==> src/rtl/reg_bank_pkg.sv <==
// Shared encodings and types for the reg_bank register file.
// Used by reg_bank, reg_bank_if and incdec8.
package reg_bank_pkg;

    localparam int DATA_W = 8;

    typedef logic [DATA_W-1:0] data_t;

    localparam logic [2:0] OP_NOP  = 3'b000;
    localparam logic [2:0] OP_LOAD = 3'b001;
    localparam logic [2:0] OP_INC  = 3'b010;
    localparam logic [2:0] OP_DEC  = 3'b011;
    localparam logic [2:0] OP_CLR  = 3'b100;
    localparam logic [2:0] OP_SWAP = 3'b101;

    // The reg_sel code doubles as the index into the register array.
    localparam logic [1:0] SEL_B = 2'b00;
    localparam logic [1:0] SEL_C = 2'b01;
    localparam logic [1:0] SEL_D = 2'b10;
    localparam logic [1:0] SEL_A = 2'b11;

    typedef struct packed {
        logic zero;
        logic carry;
    } flags_t;

    function automatic logic is_zero(input data_t v);
        return (v == '0);
    endfunction

endpackage

==> src/rtl/reg_bank_if.sv <==
// Command and status bundle between a controller (master) and reg_bank (slave).
interface reg_bank_if;
    import reg_bank_pkg::*;

    logic       wr_en;
    logic [2:0] op;
    logic [1:0] reg_sel;
    data_t      din;
    data_t      Aout;
    data_t      Bout;
    data_t      Cout;
    data_t      Dout;
    logic       zero;
    logic       carry;
    logic       busy;

    modport master (
        output wr_en, op, reg_sel, din,
        input  Aout, Bout, Cout, Dout, zero, carry, busy
    );

    modport slave (
        input  wr_en, op, reg_sel, din,
        output Aout, Bout, Cout, Dout, zero, carry, busy
    );

endinterface

==> src/rtl/reg_bank_incdec8.sv <==
// Combinational 8-bit increment/decrement; carry is the carry out (inc)
// or the borrow out (dec).
module incdec8
    import reg_bank_pkg::*;
(
    input  data_t a,
    input  logic  dec,
    output data_t y,
    output logic  carry
);

    localparam logic [DATA_W:0] ONE = 1;

    logic [DATA_W:0] sum;

    // One extra bit catches FF->00 on increment and 00->FF on decrement.
    assign sum   = dec ? ({1'b0, a} - ONE) : ({1'b0, a} + ONE);
    assign y     = sum[DATA_W-1:0];
    assign carry = sum[DATA_W];

endmodule

==> src/rtl/reg_bank.sv <==
// Four 8-bit registers (A/B/C/D) with LOAD/INC/DEC/CLR and a single write port.
// Define REG_BANK_SWAP_EN to build in the two-cycle SWAP with register A.
module reg_bank
    import reg_bank_pkg::*;
(
    input  logic      clk,
    input  logic      reset,
    reg_bank_if.slave bus
);

    data_t      regs [4];
    data_t      sel_val;
    data_t      wr_data;
    data_t      id_y;
    logic [1:0] wr_idx;
    logic       wr_do;
    logic       flag_do;
    logic       id_carry;
    logic       id_dec;
    logic       cmd_ok;
    flags_t     flags;
    flags_t     flags_nxt;

`ifdef REG_BANK_SWAP_EN
    localparam logic [0:0] ST_IDLE  = 1'b0;
    localparam logic [0:0] ST_SWAP2 = 1'b1;

    logic [0:0] state;
    data_t      tmp;
    logic [1:0] swap_sel;
    logic       swap_go;

    assign cmd_ok = (state == ST_IDLE);
`else
    assign cmd_ok = 1'b1;
`endif

    assign sel_val = regs[bus.reg_sel];
    assign id_dec  = (bus.op == OP_DEC);

    incdec8 u_incdec (
        .a     (sel_val),
        .dec   (id_dec),
        .y     (id_y),
        .carry (id_carry)
    );

    // Decode the command into the single write port plus an optional flag update.
    always_comb begin
        wr_do     = 1'b0;
        wr_idx    = bus.reg_sel;
        wr_data   = bus.din;
        flag_do   = 1'b0;
        flags_nxt = flags;
`ifdef REG_BANK_SWAP_EN
        swap_go   = 1'b0;
`endif
        if (bus.wr_en && cmd_ok) begin
            case (bus.op)
                OP_NOP: ;
                OP_LOAD: begin
                    wr_do           = 1'b1;
                    wr_data         = bus.din;
                    flag_do         = 1'b1;
                    flags_nxt.zero  = is_zero(bus.din);
                    flags_nxt.carry = 1'b0;
                end
                OP_INC, OP_DEC: begin
                    wr_do           = 1'b1;
                    wr_data         = id_y;
                    flag_do         = 1'b1;
                    flags_nxt.zero  = is_zero(id_y);
                    flags_nxt.carry = id_carry;
                end
                OP_CLR: begin
                    wr_do           = 1'b1;
                    wr_data         = '0;
                    flag_do         = 1'b1;
                    flags_nxt.zero  = 1'b1;
                    flags_nxt.carry = 1'b0;
                end
                OP_SWAP: begin
`ifdef REG_BANK_SWAP_EN
                    // Swapping A with itself is a plain no-op.
                    if (bus.reg_sel != SEL_A) begin
                        swap_go = 1'b1;
                        wr_do   = 1'b1;
                        wr_idx  = SEL_A;
                        wr_data = sel_val;
                    end
`endif
                end
                default: ;
            endcase
        end
`ifdef REG_BANK_SWAP_EN
        if (state == ST_SWAP2) begin
            wr_do   = 1'b1;
            wr_idx  = swap_sel;
            wr_data = tmp;
        end
`endif
    end

    always_ff @(posedge clk) begin
        if (reset) begin
            for (int i = 0; i < 4; i++) begin
                regs[i] <= '0;
            end
            flags <= '0;
        end else begin
            if (wr_do) begin
                regs[wr_idx] <= wr_data;
            end
            if (flag_do) begin
                flags <= flags_nxt;
            end
        end
    end

`ifdef REG_BANK_SWAP_EN
    // Second half of SWAP: A already holds R[sel]; tmp carries the old A back.
    always_ff @(posedge clk) begin
        if (reset) begin
            state    <= ST_IDLE;
            tmp      <= '0;
            swap_sel <= SEL_B;
        end else begin
            state <= swap_go ? ST_SWAP2 : ST_IDLE;
            if (swap_go) begin
                tmp      <= regs[SEL_A];
                swap_sel <= bus.reg_sel;
            end
        end
    end

    assign bus.busy = (state == ST_SWAP2);
`else
    assign bus.busy = 1'b0;
`endif

    assign bus.Aout  = regs[SEL_A];
    assign bus.Bout  = regs[SEL_B];
    assign bus.Cout  = regs[SEL_C];
    assign bus.Dout  = regs[SEL_D];
    assign bus.zero  = flags.zero;
    assign bus.carry = flags.carry;

endmodule

==> src/flat_wrapper.sv <==
// flat-port wrapper written by rule: the top's interface ports become plain ports
module reg_bank_flat import reg_bank_pkg::*;
  (clk, reset, bus_wr_en, bus_op, bus_reg_sel, bus_din, bus_Aout, bus_Bout, bus_Cout, bus_Dout, bus_zero, bus_carry, bus_busy);
  reg_bank_if bus_i ();
  input  logic clk;
  input  logic reset;
  input wire logic [$bits(bus_i.wr_en)-1:0] bus_wr_en;
  input wire logic [$bits(bus_i.op)-1:0] bus_op;
  input wire logic [$bits(bus_i.reg_sel)-1:0] bus_reg_sel;
  input wire logic [$bits(bus_i.din)-1:0] bus_din;
  output wire logic [$bits(bus_i.Aout)-1:0] bus_Aout;
  output wire logic [$bits(bus_i.Bout)-1:0] bus_Bout;
  output wire logic [$bits(bus_i.Cout)-1:0] bus_Cout;
  output wire logic [$bits(bus_i.Dout)-1:0] bus_Dout;
  output wire logic [$bits(bus_i.zero)-1:0] bus_zero;
  output wire logic [$bits(bus_i.carry)-1:0] bus_carry;
  output wire logic [$bits(bus_i.busy)-1:0] bus_busy;
  assign bus_i.wr_en = bus_wr_en;
  assign bus_i.op = bus_op;
  assign bus_i.reg_sel = bus_reg_sel;
  assign bus_i.din = bus_din;
  assign bus_Aout = bus_i.Aout;
  assign bus_Bout = bus_i.Bout;
  assign bus_Cout = bus_i.Cout;
  assign bus_Dout = bus_i.Dout;
  assign bus_zero = bus_i.zero;
  assign bus_carry = bus_i.carry;
  assign bus_busy = bus_i.busy;
  reg_bank u_core (.clk(clk), .reset(reset), .bus(bus_i));
endmodule
==> config.mk <==
export PLATFORM = sky130hd
export DESIGN_NAME = reg_bank_flat
export DESIGN_NICKNAME = d
export VERILOG_FILES = /design/src/rtl/reg_bank_pkg.sv /design/src/rtl/reg_bank_if.sv /design/src/rtl/reg_bank_incdec8.sv /design/src/rtl/reg_bank.sv /design/src/flat_wrapper.sv
export SDC_FILE = /design/constraint.sdc
export NUM_CORES = 1
export LEC_CHECK = 0
export ABC_AREA = 1
export BUFFER_PORTS_ARGS = -buffer_cell sky130_fd_sc_hd__buf_2
export CELL_PAD_IN_SITES_DETAIL_PLACEMENT = 1
export CELL_PAD_IN_SITES_GLOBAL_PLACEMENT = 2
export CORE_ASPECT_RATIO = 1.2
export CORE_MARGIN = 2
export CORE_UTILIZATION = 28
export DETAILED_ROUTE_END_ITERATION = 8
export PLACE_DENSITY = 0.87
export RECOVER_POWER = 100
export SYNTH_ARGS = -nofsm -noshare
export SYNTH_HDL_FRONTEND = slang
export SYNTH_SLANG_ARGS = --single-unit
==> constraint.sdc <==
create_clock -name clk -period 2.1 [get_ports clk]
set_input_delay 0.105 -clock clk [delete_from_list [all_inputs] [get_ports clk]]
set_output_delay 0.105 -clock clk [all_outputs]
set_load 0.05 [all_outputs]
# Word-level counts from Yosys, hierarchy flattened
# Memories as Yosys holds them, arrays and structs flattened.
# Index checks and enable logic that the tools add are counted.
classes:
  n_reduce_logical: 7
  n_mux: 14
  n_eq_ne: 4
  addsub: 2
ops:
  columns: ["operator", "n"]
  rows:
  - ["$logic_not 8->1", 2]
  - ["$mux 8", 2]
  - ["$pmux 8 s2", 1]
  - ["$add 8x1->9 const B", 1]
  - ["$mux 9", 1]
  - ["$sub 8x1->9 const B", 1]
  - ["$mux 1", 8]
  - ["$reduce_or 8->1", 1]
  - ["$eq 3x2->1 const B", 2]
  - ["$pmux 2 s3", 1]
  - ["$reduce_or 4->1", 1]
  - ["$eq 3x1->1 const B", 1]
  - ["$eq 3x3->1 const B", 1]
  - ["$reduce_and 3->1", 1]
  - ["$reduce_bool 3->1", 1]
  - ["$mux 2", 1]
  - ["$reduce_or 2->1", 1]
word_totals:
  ramBits: 32
  mem_count: 1
  ff_bits: 2
  wordCells: 30
  input_bits: 16
memory_table:
  columns: ["name", "words", "word_bits", "read_ports", "rd_clocked_by_memory_dff", "wr", "line_no", "text"]
  rows:
  - ["u_core.regs", 4, 8, 5, 0, 4, "reg_bank.sv:11", "data_t regs [4];"]

# Depth between registers and ports, before layout
# Gate-level depths: netlist of the first run.
depth:
  word_depth: 9
  mapped_depth: 21
  depth_no_buf: 20

# By module
# Synthesis of the first run repeated with hierarchy kept, for this count alone.
unflattened:
  cells_unflattened: 255
  area_unflattened_um2: 2087.0
modules_own_cells:
  columns: ["module", "area_each_um2", "n_inst", "seq_area_each_um2", "cells_each"]
  rows:
  - ["reg_bank", 1706.6, 1, 1001.0, 185]
  - ["incdec8", 380.4, 1, 0.0, 70]

# Worst setup path after synthesis of the first run
# No wires, ideal clock.
synth_path:
  kind: "register to register"
  start: "mem u_core.regs[2][5] in the netlist's numbering"
  end: "mem u_core.regs[1][6] in the netlist's numbering (data pin)"
  arrival_ps: 2021
  path_slack_ps: -184
  path_stages_with_launch: 12
  setup_ps: 262
  synth_period_minus_slack_ps: 2284
  n_path_buf: 0
  path_cell_list: "edfxtp_1 > o21ai_0 > o22ai_1 > ha_1 > inv_1 > o31a_1 > nand2_1 > nand3_1 > nand2_1 > o21ai_1 > inv_1 > nor2_1"
synth_rtl:
  columns: ["element", "line_no"]
  rows:
  - ["start, declared", "reg_bank.sv:11"]

==> flow_metrics.env, run 1 <==
export IMPL_grt_use_total=0.177
export IMPL_cts_sinks=34
export IMPL_r2r_start="u_core.regs[2][4]$_SDFFCE_PN0P_"
export IMPL_cts_buffer_depth=2
export IMPL_fin_cells=461
export IMPL_hpwl_mm=5.73
export IMPL_vias_per_cell=4.95
export IMPL_start_util=0.284
export IMPL_min_from="reset"
export IMPL_tns_ns=-0.439
export IMPL_synth_top_area_cell="edfxtp_1"
export IMPL_setup_violations=12
export IMPL_stdcell_area_um2=3070
export IMPL_place_area_um2=2700
export IMPL_slew_violations=0
export IMPL_timing_fmax_mhz=463
export IMPL_route_detailed_drc=0
export IMPL_leakage_nw=1.37
export IMPL_violations="negative setup slack"
export IMPL_hp_class="in2reg"
export IMPL_numCtsBuffers=5
export IMPL_r2r_setup_slack_ns=-0.06
export IMPL_syn_area_per_cell_um2=8.09
export IMPL_timing_rr_end="u_core.regs[0][6]$_SDFFCE_PN0P_"
export IMPL_grt_pass1_wl_mm=11.7
export IMPL_clk_pin_slew_ns=0.07
export IMPL_clock_latency_ns=0.28
export IMPL_yosys_area_share_simple=0.333
export IMPL_yosysWarnings=0
export IMPL_gp_congestion=0.936
export IMPL_synth_compound_area_frac=0.0855
export IMPL_syn_inst=266
export IMPL_synthMuxAreaShare=0
export IMPL_io_buffers=49
export IMPL_syn_nets=288
export IMPL_drv_cap=0
export IMPL_ios=51
export IMPL_die_w_um=84.0
export IMPL_coreArea_um2=7580
export IMPL_grt_pass1_vias=2360
export IMPL_drt_initial_drc_count=82
export IMPL_synthesis_area_um2=2150
export IMPL_nets=390
export IMPL_rows=35
export IMPL_die_y_um=100
export IMPL_wl_per_cell_um=16.6
export IMPL_finClkSkew_ns=0.00491
export IMPL_drive_gt1_frac=0.396
export IMPL_htree_levels=2
export IMPL_tightest_slew_ns=0.628
export IMPL_antenna_found_initial=0
export IMPL_ir_drop_v=0.000368
export IMPL_power_density_nw_per_um2=612
export IMPL_r2r_cells=11
export IMPL_post_route_worst_setup_slack_ns=-0.0589
export IMPL_cts_root_buf="clkbuf_8"
export IMPL_synth_yosys_seq_area_share=0.465
export IMPL_post_route_period_util=1.03
export IMPL_cp_required_ns=2.14
export IMPL_fill_cells=958
export IMPL_drt_first_pass_iters=4
export IMPL_synth_area_leaders="edfxtp_1, nand2_1, nor2_1, inv_1, nand3_1"
export IMPL_cp_start_kind="register"
export IMPL_ant_nets=0
export IMPL_synth_main_ff_cell="edfxtp_1"
export IMPL_grt_max_degree=16
export IMPL_endpoint_kind="register"
export IMPL_synth_top_family_by_area="simple AND/OR/NAND/NOR gates"
export IMPL_wl_mm=7.65
export IMPL_outcome="complete, but fails checks"
export IMPL_synth_edff_count=32
export IMPL_crit_type="reg2reg"
export IMPL_rsz0062_at_grt="true"
export IMPL_min_period_ns=2.16
export IMPL_worstHoldEndpoint="u_core.bus.zero$_SDFFE_PP0P_"
export IMPL_cp_max_fo=4
export IMPL_ys_types=32
export IMPL_synth_top_area_frac=0.447
export IMPL_cp_arrival_ns=2.20
export IMPL_area_growth_pct=42.4
export IMPL_ys_ff_latch=34
export IMPL_hold_viol=0
export IMPL_min_path_cells=4
export IMPL_synthArstFlopShare=0
export IMPL_via_count=2284
export IMPL_synth_xor_area_frac=0
export IMPL_antennaDiodeCount=0
export IMPL_dp_cells=430
export IMPL_grt_overflow=0
export IMPL_cts_tree="built"
export IMPL_synth_fa_ha_area_frac=0.0349
export IMPL_relSlewSlack=0.578
export IMPL_die_area_um2=8410
export IMPL_post_place_ws_ns=-0.208
==> cells by family after synthesis <==
| logic type | count (synthesis) |
|---|---|
| compound gates | 30 |
| fa+ha+maj | 6 |
| buf+inv | 41 |
| flops | 34 |
| other cells | 1 |
| simple gates | 154 |
==> repair_timing <==
action	CTS	global route
pin swaps	15	30
resized for setup	16	39
buffers inserted	12	11
hold buffers	0	0
gates cloned	0	0
hold endpoints to repair	0	0
endpoints found under the setup margin	19	29
==> registers in the layout, indices dropped and copies added (netlist names) <==
name,count
u_core.bus.zero,1
u_core.bus.carry,1
u_core.regs,32
==> through the flow <==
step / util / power [mW] / hold slack, ns
6_report: 0.405 / 1.88 / 0.178
5_1_grt: 0.405 / 1.96 / 0.197
4_1_cts: 0.386 / 1.83 / 0.172
3_5_place_dp: 0.357 / 1.33 / 0.442
3_3_place_gp: 0.357 / 1.32 / 0.450
2_1_floorplan: - / 1.14 / 0.276
==> synthesized netlist by cell type, types with 3 or more instances <==
cell type / number
nand3_2: 6
nand2_1: 67
o21ai_0: 11
a22o_1: 3
nor2_2: 5
nand3_1: 17
inv_2: 9
edfxtp_1: 32
a21oi_1: 5
nor2_1: 44
nand2_2: 5
o22ai_1: 5
inv_1: 25
nand4_1: 4
ha_1: 6
==> critical path: stages (launching register included) <==
cell and delay, ns:
edfxtp_1 0.40, o21ai_1 0.15, o22ai_1 0.12, ha_2 0.41
inv_2 0.05, o31a_1 0.30, nand2_1 0.11, nand3_2 0.09
nand2_2 0.08, o21ai_2 0.07, inv_2 0.09, nor2_1 0.05
==> routing by layer <==
metal / track usage / share of wire / up-vias
met5: 0 / 0 / -
met4: 0.0732 / 0.036 / 0
met3: 0.0280 / 0.036 / 25
met2: 0.324 / 0.53 / 62
met1: 0.206 / 0.40 / 1116
li1: - / - / 1081
==> layout by cell type, fill, tap and decap left out, types with 4 or more instances in the layout <==
cell      netlist  layout
inv_1          25      19
clkbuf_8        0       5
nand2_2         5      20
clkbuf_1        1      39
inv_2           9      14
buf_2           2      14
o22ai_1         5       4
nand3_1        17      14
nand4_1         4       4
edfxtp_1       32      32
nand2_1        67      50
nand3_2         6       8
o21ai_1         1       4
buf_4           1      47
nor2_1         44      37
nor2_2          5      12
o21ai_2         2       7
==> where the power goes <==
group	internal, mW	switching [mW]	total (mW)	leakage, nW
Sequential	0.777	0.0206	0.798	0.348
Combinational	0.203	0.406	0.609	0.985
Clock	0.234	0.234	0.469	0.0385
==> worst max-delay path by stage <==
stage	slack, ns	endpoint	start
after CTS	0.0008	u_core.bus.zero$_SDFFE_PP0P_	u_core.regs[0][1]$_SDFFCE_PN0P_
final	-0.06	u_core.regs[0][6]$_SDFFCE_PN0P_	u_core.regs[2][4]$_SDFFCE_PN0P_
after global routing	-0.18	u_core.regs[0][5]$_SDFFCE_PN0P_	u_core.regs[2][4]$_SDFFCE_PN0P_
after global placement	-0.18	u_core.regs[3][6]$_DFFE_PP_	bus_reg_sel[0]
after floorplan	-0.14	u_core.regs[1][6]$_SDFFCE_PN0P_	u_core.regs[2][5]$_SDFFCE_PN0P_
after detailed placement	-0.21	u_core.regs[0][6]$_SDFFCE_PN0P_	bus_reg_sel[0]
==> layout make-up <==
cell class	instances	area [µm²]	share of cell area
clock buffer	7	76.3	0.0249
clock inverter	1	7.51	0.00245
inverter	36	140	0.0457
multi-input combinational	191	1130	0.369
sequential	34	1000	0.327
tap	92	115	0.0376
timing repair buffer	100	593	0.193
Power figures use the tool's default switching activity.
==> run 2: changes to the inputs <==
--- a/config.mk
+++ b/config.mk
@@ -13,8 +13,9 @@
 export CORE_MARGIN = 2
 export CORE_UTILIZATION = 28
 export DETAILED_ROUTE_END_ITERATION = 8
-export PLACE_DENSITY = 0.87
+export PLACE_DENSITY = 0.72
 export RECOVER_POWER = 100
+export SKIP_CTS_REPAIR_TIMING = 1
 export SYNTH_ARGS = -nofsm -noshare
 export SYNTH_HDL_FRONTEND = slang
 export SYNTH_SLANG_ARGS = --single-unit
==> run 2 against run 1 <==
  * The run still ends with negative setup slack left
  * Wire length is 0.48% lower
  * Clock power fell by 0.9%
  * Highest routed layer unchanged
  * Global-route usage hardly changed
  * Core utilization is 0.94 points higher
==> flow_metrics.env, run 2 (synthesized netlist as in run 1, its figures left out) <==
export IMPL_p_sw_frac=0.352
export IMPL_antenna_found_initial=0
export IMPL_die_area_um2=8410
export IMPL_crit_type="reg2reg"
export IMPL_path_cells="nor2_2 -> o22ai_2 -> ha_4 -> a21oi_4 -> o31a_1 -> nand2_1 -> nand3_2 -> nand2_2 -> o21ai_2 -> inv_2 -> nor2_1"
export IMPL_area_growth_pct=45.8
export IMPL_crit_end="u_core.regs[2][6]$_SDFFCE_PN0P_"
export IMPL_io_buffers=49
export IMPL_grt_pass1_vias=2168
export IMPL_wl_per_cell_um=16.4
export IMPL_cp_num_cells=11
export IMPL_finClkSkew_ns=0.00780
export IMPL_cp_max_fo=4
export IMPL_endpoint_kind="register"
export IMPL_grt_overflow=0
export IMPL_die_w_um=84.0
export IMPL_clk_pin_slew_ns=0.07
export IMPL_cts_buffer_depth=2
export IMPL_nets=393
export IMPL_antennaDiodeCount=0
export IMPL_tns_ns=-0.645
export IMPL_drive_gt1_frac=0.417
export IMPL_slowest_stage="edfxtp_1"
export IMPL_numCtsBuffers=5
export IMPL_hp_class="in2reg"
export IMPL_via_count=2161
export IMPL_slowest_delay_ns=0.43
export IMPL_grt_max_degree=11
export IMPL_path_buf_inv=1
export IMPL_hold_viol=0
export IMPL_largest_reg_flops=32
export IMPL_htree_levels=2
export IMPL_start_util=0.284
export IMPL_switchingPower_uw=661
export IMPL_cts_root_buf="clkbuf_8"
export IMPL_pwr_share_comb=0.324
export IMPL_setup_violations=12
export IMPL_die_y_um=100
export IMPL_wl_mm=7.61
export IMPL_startpoint="u_core.regs[3][3]$_DFFE_PP_"
export IMPL_slew_violations=0
export IMPL_cp_start_kind="register"
export IMPL_leakage_nw=1.40
export IMPL_drv_cap=0
export IMPL_cp_arrival_ns=2.25
export IMPL_cts_tree="built"
export IMPL_layout_commonest_cell="buf_4"
export IMPL_fin_total_pwr_mw=1.88
export IMPL_cp_required_ns=2.15
export IMPL_ant_nets=0
export IMPL_grt_use_total=0.177
export IMPL_timing_rr_end="u_core.regs[2][6]$_SDFFCE_PN0P_"
export IMPL_ir_drop_v=0.000408
export IMPL_top_register="u_core.regs"
export IMPL_gp_congestion=0.860
export IMPL_hpwl_mm=6.13
export IMPL_stdcell_area_um2=3140
export IMPL_power_frac_clock=0.248
export IMPL_rsz0062_at_grt="true"
export IMPL_p_int_mw=1.22
export IMPL_r2r_setup_slack_ns=-0.1
export IMPL_post_route_worst_setup_slack_ns=-0.0989
export IMPL_timing_fmax_mhz=455
export IMPL_coreArea_um2=7580
export IMPL_min_period_ns=2.20
export IMPL_power_density_nw_per_um2=599
export IMPL_clock_latency_ns=0.30
export IMPL_grt_pass1_wl_mm=11.4
export IMPL_route_detailed_drc=0
export IMPL_vias_per_cell=4.66
export IMPL_final_core_util=0.414
export IMPL_layout_common_cells="buf_4, nand2_1, nor2_1"
export IMPL_drt_initial_drc_count=67
export IMPL_seq_power_share=0.428
export IMPL_r2r_cells=11
export IMPL_post_place_ws_ns=-0.212
export IMPL_relSlewSlack=0.581
export IMPL_violations="negative setup slack"
export IMPL_place_area_um2=2790
export IMPL_post_route_period_util=1.05
export IMPL_tightest_slew_ns=0.631
export IMPL_crit_family="compound AO/OA/AOI/OAI gates"
export IMPL_rows=35
export IMPL_r2r_start="u_core.regs[3][3]$_DFFE_PP_"
export IMPL_cts_sinks=34
export IMPL_drt_first_pass_iters=4
export IMPL_ios=51
export IMPL_outcome="complete, but fails checks"
-- run 2: cell count changes in the layout (fill, tap and decap cells not counted), moves of 3 or more --
cell     before  now
nand2_1      50   47
nand2_2      20   24
nor2_1       37   40
o22ai_1       4    1
-- run 2: layout make-up --
type	instances	area, µm²
timing repair buffer	103	606
clock buffer	6	72.6
tap	92	115
sequential	34	1000
fill	966	4440
multi-input combinational	191	1190
inverter	36	140
clock inverter	2	8.76
-- run 2: power by group through the flow --
stage               sequential (mW)  combinational (mW)  clock, mW
finish                        0.804               0.609      0.465
global route                  0.807               0.656      0.506
CTS                           0.802               0.528      0.474
detailed placement            0.817               0.525          0
global placement              0.817               0.524          0
floorplan                     0.926               0.212          0
-- run 2: worst reg2reg max path: cells and delay by family (launching register included) --
family	cells	cell delay [ns]
AOI/OAI and AO/OA	4	0.60
adders and majority gates	1	0.31
buffers and inverters	1	0.11
DFF	1	0.43
and+or+nand+nor	5	0.53
-- run 2: through the flow --
| stage | instances | hold WS [ns] |
|---|---|---|
| after floorplan | 266 | 0.276 |
| after global placement | 443 | 0.435 |
| after detailed placement | 443 | 0.447 |
| after CTS | 451 | 0.183 |
| after global routing | 464 | 0.204 |
| final | 464 | 0.158 |
-- run 2: how the worst min path moves through the flow --
stage	to	slack [ns]	startpoint	cells after the start
4_1_cts	u_core.bus.zero$_SDFFE_PP0P_	0.18	reset	4
5_1_grt	u_core.bus.zero$_SDFFE_PP0P_	0.20	reset	4
6_report	u_core.bus.zero$_SDFFE_PP0P_	0.16	reset	4
3_3_place_gp	u_core.bus.zero$_SDFFE_PP0P_	0.44	u_core.bus.zero$_SDFFE_PP0P_	2
3_5_place_dp	u_core.bus.zero$_SDFFE_PP0P_	0.45	u_core.bus.zero$_SDFFE_PP0P_	2
2_1_floorplan	u_core.bus.zero$_SDFFE_PP0P_	0.28	reset	3
-- run 2: layer usage --
| layer | GRT usage | share of wire | up-vias |
|---|---|---|---|
| met3 | 0.0189 | 0.020 | 8 |
| met5 | 0 | 0 | - |
| met4 | 0.0558 | 0.014 | 0 |
| met2 | 0.328 | 0.54 | 30 |
| li1 | - | - | 1082 |
| met1 | 0.215 | 0.43 | 1041 |
